### src/rtl/display_seq.sv
// display_seq: walks a bank of 2x2 result groups one element at a time
// towards a ready/valid display sink.
//
// A snapshot of results_i is taken when run_display is first seen in IDLE,
// and again when the last element is accepted in loop mode. Only the snapshot
// is ever shown. Each accepted element is followed by HOLD_CYC idle gap cycles
// (HOLD), during which the last element stays on the bus with valid low.
//
// Ports:
//   clk, reset          rising-edge clock, synchronous active-high reset
//   run_display         high while the controller is in its display state
//   loop_mode           1 = wrap and repeat with a fresh snapshot, 0 = one-shot
//   results_i           flat bus, element k = grp*4+pos at [k*DATA_W +: DATA_W]
//   display_ready_i     sink accepts the current element
//   display_result_o    current element value
//   display_valid_o     display_result_o is valid
//   display_grp_o       group index of the current element (k/4)
//   display_pos_o       position within the group (k%4: c11,c12,c21,c22)
//   state_display_o     FSM state: IDLE=0, SHOW=1, HOLD=2, DONE=3
//   done_o              high throughout DONE
module display_seq #(
  parameter  int DATA_W   = 8,
  parameter  int NUM_GRP  = 3,
  parameter  int HOLD_CYC = 2,
  localparam int GRP_W    = (NUM_GRP > 1) ? $clog2(NUM_GRP) : 1
) (
  input  logic                        clk,
  input  logic                        reset,
  input  logic                        run_display,
  input  logic                        loop_mode,
  input  logic [NUM_GRP*4*DATA_W-1:0] results_i,
  input  logic                        display_ready_i,
  output logic [DATA_W-1:0]           display_result_o,
  output logic                        display_valid_o,
  output logic [GRP_W-1:0]            display_grp_o,
  output logic [1:0]                  display_pos_o,
  output logic [2:0]                  state_display_o,
  output logic                        done_o
);

  localparam int N_EL  = NUM_GRP * 4;
  localparam int K_W   = $clog2(N_EL);
  localparam int BUS_W = N_EL * DATA_W;
  localparam int HC_W  = (HOLD_CYC > 1) ? $clog2(HOLD_CYC) : 1;
  localparam logic [K_W-1:0]  K_LAST  = K_W'(N_EL - 1);
  localparam logic [HC_W-1:0] HC_LAST = HC_W'((HOLD_CYC > 0) ? HOLD_CYC - 1 : 0);

  typedef enum logic [2:0] {
    S_IDLE = 3'd0,
    S_SHOW = 3'd1,
    S_HOLD = 3'd2,
    S_DONE = 3'd3
  } state_t;

  // After an accepted element: gap state if a gap is configured, else straight on.
  localparam state_t S_AFTER = (HOLD_CYC > 0) ? S_HOLD : S_SHOW;

  state_t              r_state, w_state;
  logic [K_W-1:0]      r_k, w_k;
  logic [HC_W-1:0]     r_hold, w_hold;
  logic [BUS_W-1:0]    r_snap, w_snap;
  logic [DATA_W-1:0]   r_result, w_result;
  logic [GRP_W-1:0]    r_grp, w_grp;
  logic [1:0]          r_pos, w_pos;
  logic                r_valid, w_valid;
  logic                r_done, w_done;

  function automatic logic [DATA_W-1:0] f_elem(input logic [BUS_W-1:0] bus,
                                               input logic [K_W-1:0]   k);
    f_elem = bus[k*DATA_W +: DATA_W];
  endfunction

  // Next-state, index, gap counter, snapshot and next output values.
  always_comb begin
    w_state  = r_state;
    w_k      = r_k;
    w_hold   = r_hold;
    w_snap   = r_snap;
    w_valid  = 1'b0;
    w_done   = 1'b0;
    w_result = '0;
    w_grp    = '0;
    w_pos    = 2'd0;

    case (r_state)
      S_IDLE: begin
        w_k    = '0;
        w_hold = '0;
        if (run_display) begin
          w_snap  = results_i;
          w_state = S_SHOW;
        end else begin
          w_state = S_IDLE;
        end
      end
      S_SHOW: begin
        // Abort wins over a simultaneous transfer: the element is not counted.
        if (!run_display) begin
          w_state = S_IDLE;
          w_k     = '0;
          w_hold  = '0;
        end else if (display_ready_i) begin
          w_hold = '0;
          if (r_k == K_LAST) begin
            if (loop_mode) begin
              // The index already points at element 0 of the new snapshot;
              // the gap still shows the element just accepted.
              w_snap  = results_i;
              w_k     = '0;
              w_state = S_AFTER;
            end else begin
              w_state = S_DONE;
            end
          end else begin
            w_k     = r_k + K_W'(1);
            w_state = S_AFTER;
          end
        end else begin
          w_state = S_SHOW;
        end
      end
      S_HOLD: begin
        if (!run_display) begin
          w_state = S_IDLE;
          w_k     = '0;
          w_hold  = '0;
        end else if (r_hold == HC_LAST) begin
          w_state = S_SHOW;
          w_hold  = '0;
        end else begin
          w_hold = r_hold + HC_W'(1);
        end
      end
      S_DONE: begin
        if (!run_display) begin
          w_state = S_IDLE;
          w_k     = '0;
        end else begin
          w_state = S_DONE;
        end
      end
      default: begin
        w_state = S_IDLE;
        w_k     = '0;
        w_hold  = '0;
      end
    endcase

    // Outputs are computed for the state being entered so they can be registered.
    case (w_state)
      S_SHOW: begin
        w_valid  = 1'b1;
        w_result = f_elem(w_snap, w_k);
        w_grp    = GRP_W'(w_k >> 2);
        w_pos    = w_k[1:0];
      end
      S_HOLD: begin
        w_result = r_result;
        w_grp    = r_grp;
        w_pos    = r_pos;
      end
      S_DONE: begin
        w_done = 1'b1;
      end
      default: begin
        w_valid = 1'b0;
      end
    endcase
  end

  // State, snapshot and registered outputs; reset clears everything.
  always_ff @(posedge clk) begin
    if (reset) begin
      r_state  <= S_IDLE;
      r_k      <= '0;
      r_hold   <= '0;
      r_snap   <= '0;
      r_result <= '0;
      r_grp    <= '0;
      r_pos    <= 2'd0;
      r_valid  <= 1'b0;
      r_done   <= 1'b0;
    end else begin
      r_state  <= w_state;
      r_k      <= w_k;
      r_hold   <= w_hold;
      r_snap   <= w_snap;
      r_result <= w_result;
      r_grp    <= w_grp;
      r_pos    <= w_pos;
      r_valid  <= w_valid;
      r_done   <= w_done;
    end
  end

  assign display_result_o = r_result;
  assign display_valid_o  = r_valid;
  assign display_grp_o    = r_grp;
  assign display_pos_o    = r_pos;
  assign state_display_o  = r_state;
  assign done_o           = r_done;

endmodule

### config.mk
export PLATFORM = sky130hd
export DESIGN_NAME = display_seq
export DESIGN_NICKNAME = d
export VERILOG_FILES = /design/src/rtl/display_seq.sv
export SDC_FILE = /design/constraint.sdc
export NUM_CORES = 1
export LEC_CHECK = 0
export CAP_MARGIN = 20
export CELL_PAD_IN_SITES_DETAIL_PLACEMENT = 1
export CELL_PAD_IN_SITES_GLOBAL_PLACEMENT = 1
export CORE_MARGIN = 2
export CORE_UTILIZATION = 34
export CTS_BUF_LIST = sky130_fd_sc_hd__clkbuf_8
export CTS_CLUSTER_SIZE = 16
export DETAILED_ROUTE_END_ITERATION = 8
export PLACE_DENSITY_LB_ADDON = 0.1
export RECOVER_POWER = 50
export SKIP_LAST_GASP = 1
export SLEW_MARGIN = 20
export SYNTH_ARGS = -nofsm -noshare
export SYNTH_HDL_FRONTEND = slang
export SYNTH_SLANG_ARGS = --single-unit
### constraint.sdc
create_clock -name clk -period 2.35 [get_ports clk]
set_input_delay 0.235 -clock clk [delete_from_list [all_inputs] [get_ports clk]]
set_output_delay 0.235 -clock clk [all_outputs]
set_load 0.01 [all_outputs]
==> key figures, run 1 <==
STA
  – Setup TNS: 0 ns
  – Final hold violation count: 0
  – Unrepaired setup endpoints after global routing: false
  – Skew final: 0.01229 ns
  – Minimum clock period after layout: 2.248 ns
  – F_max: 444.9 MHz
  – Measured slew at the worst slew-check pin: 1.108 ns
  – Setup Viol. Count Final: 0
  – Relative slew slack: 26.10%
  – Final max-slew violation count: 0
  – Final period util: 95.65%

Yosys
  – Cells after Synth: 712
  – Ys flop type: dfxtp_1
  – Ys Warns: 0
  – Post-synth EDFFs: 0
  – Unique masters post-synth: 56
  – Async S/R FF share, synth: 0%
  – Register area share after synthesis: 44.05%
  – #FFs+latches synth: 118
  – Syn Area/Cell: 7.532 um^2
  – Syn nets: 814
  – Post-synthesis cell area: 5363 um^2

Worst setup path
  – CP endpoint kind: flip-flop
  – Kind of critical path: flip-flop to flip-flop
  – Worst EP required: 2.67 ns
  – CP max FO: 9
  – Type of origin of the critical path: flip-flop
  – Worst EP arrival: 2.57 ns

Power
  – Lkg Pwr: 2.700 nW
  – Power Total: 4.731 mW
  – Worst VDD drop: 0.3415 mV
  – PD cells: 632.8 nW/um^2

Drt
  – Vias per inst: 5.253
  – ANT nets after route: 0
  – Number of remaining DRC errors: 0
  – Drt first pass iters: 4
  – Vias post-DR: 5552
  – DR WL/cell: 17.39 um
  – DRT iter0 DRCs: 293
  – Total Wirelength: 18380 um

Clock network
  – Clock Pin Slew Worst Setup and Hold Paths: 0.07 ns
  – CTS buffer count: 17
  – CTS max path bufs: 2
  – Root Buffer: clkbuf_8
  – CTS tree: yes
  – Hold bufs inserted after CTS: 0
  – Worst-Skew Late Latency: 0.45 ns
  – Sink count of the clock tree: 118
  – H-tree depth: 4

Layout
  – Commonest non-fill, non-tap cell in the layout: nand2_1
  – Final core area utilization: 48.82%
  – Fill count: 1851
  – Syn-to-layout area delta: 39.41%
  – Multi-input gate area: 2823 um^2
  – Sequential cell area: 2364 um^2
  – Share of layout cells above drive strength 1: 11.35%
  – Fin area: 7476 um^2
  – N_diodes: 0
  – Most frequent cells in the layout: 207 x nand2_1, 126 x a21oi_1, 117 x dfxtp_1, 99 x clkdlybuf4s50_1, 40 x o21ai_0
  – Nets: 936

Die
  – Die W: 129.6 um
  – Initial Util: 35.02%
  – Die area: 16790 um^2
  – Row Count: 45
  – Ports: 118
  – Chip Height: 129.6 um
  – Core Area: 15310 um^2

Place
  – Area post-placement: 6972 um^2
  – Final GP Congestion: 0.8360
  – Buffers on Ports: 117
  – Hpwl dp: 13160 um

Global routing
  – Pin count of the biggest net entering global routing: 102
  – Global-route wire length before repair: 29080 um
  – Vias in the first global route: 5717
  – Initial antenna violation count: 0
  – GRT Total Usage: 22.25%
  – Grt total ovfl: 0

Worst hold path
  – Worst min path class: input pin to flip-flop

Run status
  – Status: completed

Run
  – Number of max-cap violations: 0
-- state kept, by name, indices dropped and copies added, names as in the netlist --
register          count
display_valid_o       1
r_k                   4
display_pos_o         2
done_o                1
display_result_o      8
r_hold                1
display_grp_o         2
r_snap               96
state_display_o       3
-- metrics by stage --
stage / instances / hold WS (ns) / worst slack (ns)
final: 1057 / 0.2042 / 0.1023
after detailed placement: 1024 / 0.4490 / -0.2531
after global routing: 1057 / 0.2188 / 0.0002180
after global placement: 1024 / 0.4414 / -0.09008
after CTS: 1055 / 0.1879 / -0.001825
after floorplan: 712 / 0.3710 / 0.09115
-- Yosys cell counts (all sizes together), types with 3 or more instances --
master | n | area (um^2)
o211ai | 3 | 22.52
dfxtp | 118 | 2362
o31ai | 9 | 67.56
nor3 | 9 | 45.04
nor3b | 3 | 32.53
nand3 | 32 | 160.2
or4 | 7 | 52.55
and2 | 9 | 56.30
nand4 | 9 | 56.30
nand2 | 208 | 783.3
buf | 15 | 80.07
nor4 | 9 | 68.81
nand2b | 6 | 40.04
a22oi | 9 | 67.56
o2111ai | 8 | 76.32
o21ai | 44 | 224.0
a21oi | 126 | 630.6
nor2 | 9 | 33.78
clkbuf | 43 | 162.7
-- routing by layer --
layer	wire length, um	track usage (%)
met5	0	0
met4	394	7.717
met3	921	4.666
met2	8699	36.13
met1	8361	29.41
-- where the power goes --
part / internal, mW / total, mW / switching (mW)
combinational: 0.272 / 0.525 / 0.253
sequential: 2.08 / 2.14 / 0.0548
clock: 1.25 / 2.07 / 0.817
total: 3.61 / 4.73 / 1.12
-- timing repair --
action,CTS,global route
gates cloned,0,0
setup endpoints to repair,6,57
pin swaps,0,2
resized for setup,6,6
buffers inserted,0,2
-- final timing paths --
kind	slack, ns	cells after the start	startpoint	to
max	0.10	9	r_k[0]	display_result_o[2]
min	0.20	4	reset	state_display_o[0]
max reg2reg	0.10	9	r_k[0]	display_result_o[2]
min reg2reg	0.46	2	r_snap[22]	r_snap[22]
-- cell families (layout without fill, tap and decap cells) --
family	after synthesis	count (layout)	synth area share, %
compound gates	217	217	23.40
fa+ha+maj	1	1	0.2333
buf+inv	60	194	4.666
flops	118	118	44.05
mux	2	2	0.4199
other cells	1	1	0.06993
simple gates	313	313	27.16
-- critical path, stage by stage, from the launching register on --
cell and delay [ns]:
dfxtp_1 0.40, ha_4 0.20, nand4bb_4 0.16, a311o_1 0.43
o21ai_2 0.19, buf_12 0.15, a21oi_1 0.05, o31ai_1 0.29
buf_4 0.17, nand4_1 0.08
-- final cells by class --
| cell class | instances | area share, % |
|---|---|---|
| Timing Repair Buffer | 161 | 21.10 |
| Sequential cell | 118 | 31.62 |
| Inverter | 2 | 0.1004 |
| Clock inverter | 10 | 2.025 |
| Tap cell | 211 | 3.531 |
| Multi-Input combinational cell | 534 | 37.76 |
| Clock buffer | 21 | 3.866 |
(Power assumes the default switching activity.)
==> run 2: changes to the inputs <==
- clock period: 2.35 -> 1.9 ns (I/O delays scaled with it)
==> run 2 against run 1 <==
Effect of this change: the run now ends with negative setup slack left; sequential cell count unchanged; sequential power grew 24%; maximum frequency rose by 5.8%; design area rose by 12%; combinational power increased by 65%; routed wire length is 19% higher; sequential share of layout area is 3.4 points lower; register-to-register slack worse by 0.33 ns; die area stayed put; power up 25%; critical endpoint is now display_result_o[0].
==> key figures, run 2 (synthesis results as in run 1) <==
Clock network
  – Root Buffer: clkbuf_8
  – CTS tree: yes
  – Worst-Skew Late Latency: 0.46 ns
  – Clock Pin Slew Worst Setup and Hold Paths: 0.07 ns
  – CTS buffer count: 17
  – Sink count of the clock tree: 118
  – CTS max path bufs: 2
  – H-tree depth: 4

Worst setup path
  – Crit path largest cell delay: 0.36 ns
  – Worst reg-to-reg setup slack: -0.22 ns
  – Type of origin of the critical path: flip-flop
  – CP max-delay cell: a2bb2oi_4
  – Worst reg-to-reg path cell count: 9
  – Reg2reg start: r_k[0]
  – Worst EP required: 2.22 ns
  – Worst r2r dst: display_result_o[0]
  – CP top delay family: compound AO/OA/AOI/OAI gates
  – Worst EP arrival: 2.45 ns
  – Kind of critical path: flip-flop to flip-flop
  – CP endpoint kind: flip-flop
  – CP max FO: 7
  – Worst path cell trace: ha_4 -> buf_4 -> nand4bb_4 -> buf_6 -> a2bb2oi_4 -> clkbuf_16 -> o21ai_0 -> a22oi_1 -> nand4_1
  – Buffer and inverter count on the worst path: 3

Drt
  – ANT nets after route: 0
  – Total Wirelength: 21880 um
  – Number of remaining DRC errors: 0
  – Vias post-DR: 5875
  – DRT iter0 DRCs: 314
  – DR WL/cell: 19.84 um
  – Vias per inst: 5.326
  – Drt first pass iters: 5

Power
  – Clock share of power: 40.6%
  – Internal power: 4.419 mW
  – PD cells: 705.6 nW/um^2
  – Reg power frac: 44.8%
  – Worst VDD drop: 0.4962 mV
  – Power Total: 5.925 mW
  – P_sw: 1.507 mW
  – Gate power share: 14.6%
  – Sw Share: 25.43%
  – Lkg Pwr: 3.018 nW

Run
  – Number of max-cap violations: 0

STA
  – F_max: 470.9 MHz
  – Hold slack final: 0.1777 ns
  – Measured slew at the worst slew-check pin: 0.9478 ns
  – Minimum clock period after layout: 2.124 ns
  – Setup Viol. Count Final: 82
  – Final setup margin: -0.2237 ns
  – Final hold violation count: 0
  – Final max-slew violation count: 0
  – Skew final: 0.007406 ns
  – Final period util: 111.8%
  – Unrepaired setup endpoints after global routing: true
  – Relative slew slack: 36.81%

Layout
  – Non-filler cells, final: 1103
  – Share of layout cells above drive strength 1: 24.78%
  – Biggest register: r_snap
  – Multi-input gate area: 3137 um^2
  – Nets: 982
  – N_diodes: 0
  – Max reg flops: 96
  – Final core area utilization: 54.84%
  – Most frequent cells in the layout: 186 x nand2_1, 116 x clkdlybuf4s50_1, 111 x dfxtp_1, 94 x a21oi_1, 52 x buf_4
  – Commonest non-fill, non-tap cell in the layout: nand2_1
  – Fill count: 1831
  – Sequential cell area: 2374 um^2
  – Syn-to-layout area delta: 56.60%

Run status
  – Status: finished, violations left
  – Failing checks: negative setup slack

Global routing
  – GRT Total Usage: 23.36%
  – Vias in the first global route: 5722
  – Initial antenna violation count: 0
  – Grt total ovfl: 0
  – Pin count of the biggest net entering global routing: 102
  – Global-route wire length before repair: 30300 um

Worst hold path
  – Hold Path Depth: 4
  – Worst min path class: input pin to flip-flop
  – Hold Path Sink: state_display_o[1]
  – Hold Crit Start: reset

Die
  – Die W: 129.6 um
  – Die area: 16790 um^2
  – Core Area: 15310 um^2
  – Initial Util: 35.02%
  – Row Count: 45
  – Chip Height: 129.6 um
  – Ports: 118

Place
  – Buffers on Ports: 117
  – Final GP Congestion: 0.8607
  – Pre-CTS WS: -0.5674 ns
  – Placed cell count: 1045
  – Hpwl dp: 13950 um
## run 2: changes by cell type in the layout (fill, tap and decap cells not counted), sizes merged
cell	change
inv	+3
clkbuf	+6
clkinv	-2
dlygate4sd3	-17
bufinv	-1
buf	+38
clkinvlp	+1
o22ai	+1
clkdlybuf4s50	+17
## run 2: worst register-to-register path, delay by kind of cell, from the launching register on
kind / cells / cell delay, ns
compound gates: 3 / 0.71
buf+inv: 3 / 0.51
flops: 1 / 0.35
simple gates: 2 / 0.23
fa+ha+maj: 1 / 0.19
## run 2: repair_timing
item | CTS | global route
gates cloned | 0 | 15
buffers inserted | 3 | 9
resized for setup | 30 | 97
hold buffers | 0 | 0
endpoints found under the setup margin | 82 | 98
pin swaps | 7 | 48
## run 2: area by class of cell
class / count / share of cell area (%)
flip-flops and latches: 118 / 28.26
well taps: 211 / 3.144
multi-input cells: 535 / 37.35
clock inverters: 11 / 1.579
clock buffers: 20 / 3.278
inverters: 2 / 0.08939
repair buffers: 206 / 26.30
## run 2: worst max path at each step
| stage | start | end | slack (ns) | cells after the start |
|---|---|---|---|---|
| floorplan | r_k[0] | display_result_o[3] | -0.07 | 7 |
| finish | r_k[0] | display_result_o[0] | -0.22 | 9 |
| detailed placement | loop_mode | display_result_o[3] | -0.57 | 8 |
| CTS | r_k[0] | display_result_o[3] | -0.20 | 8 |
| global placement | loop_mode | display_result_o[3] | -0.53 | 8 |
| global route | r_k[0] | display_result_o[3] | -0.30 | 8 |
## run 2: power by group through the flow
stage          sequential [mW]  combinational (mW)  clock (mW)
2_1_floorplan             2.67               0.300           0
3_3_place_gp              2.70               0.661           0
3_5_place_dp              2.70               0.673           0
4_1_cts                   2.65               0.694        2.45
5_1_grt                   2.66               0.933        2.57
6_report                  2.66               0.867        2.40
## run 2: routing by layer
layer	GRT usage, %	part of all wire (%)
met5	0	0
met4	8.159	2.3
met3	4.170	4.9
met2	38.65	49
met1	30.71	44
## run 2: stage by stage
step                      setup TNS, ns  instance area (um^2)
after global routing             -14.19                  8398
after floorplan                 -0.4190                  5429
after global placement           -25.34                  7163
after detailed placement         -29.16                  7163
final                            -8.009                  8398
after CTS                        -3.619                  7690
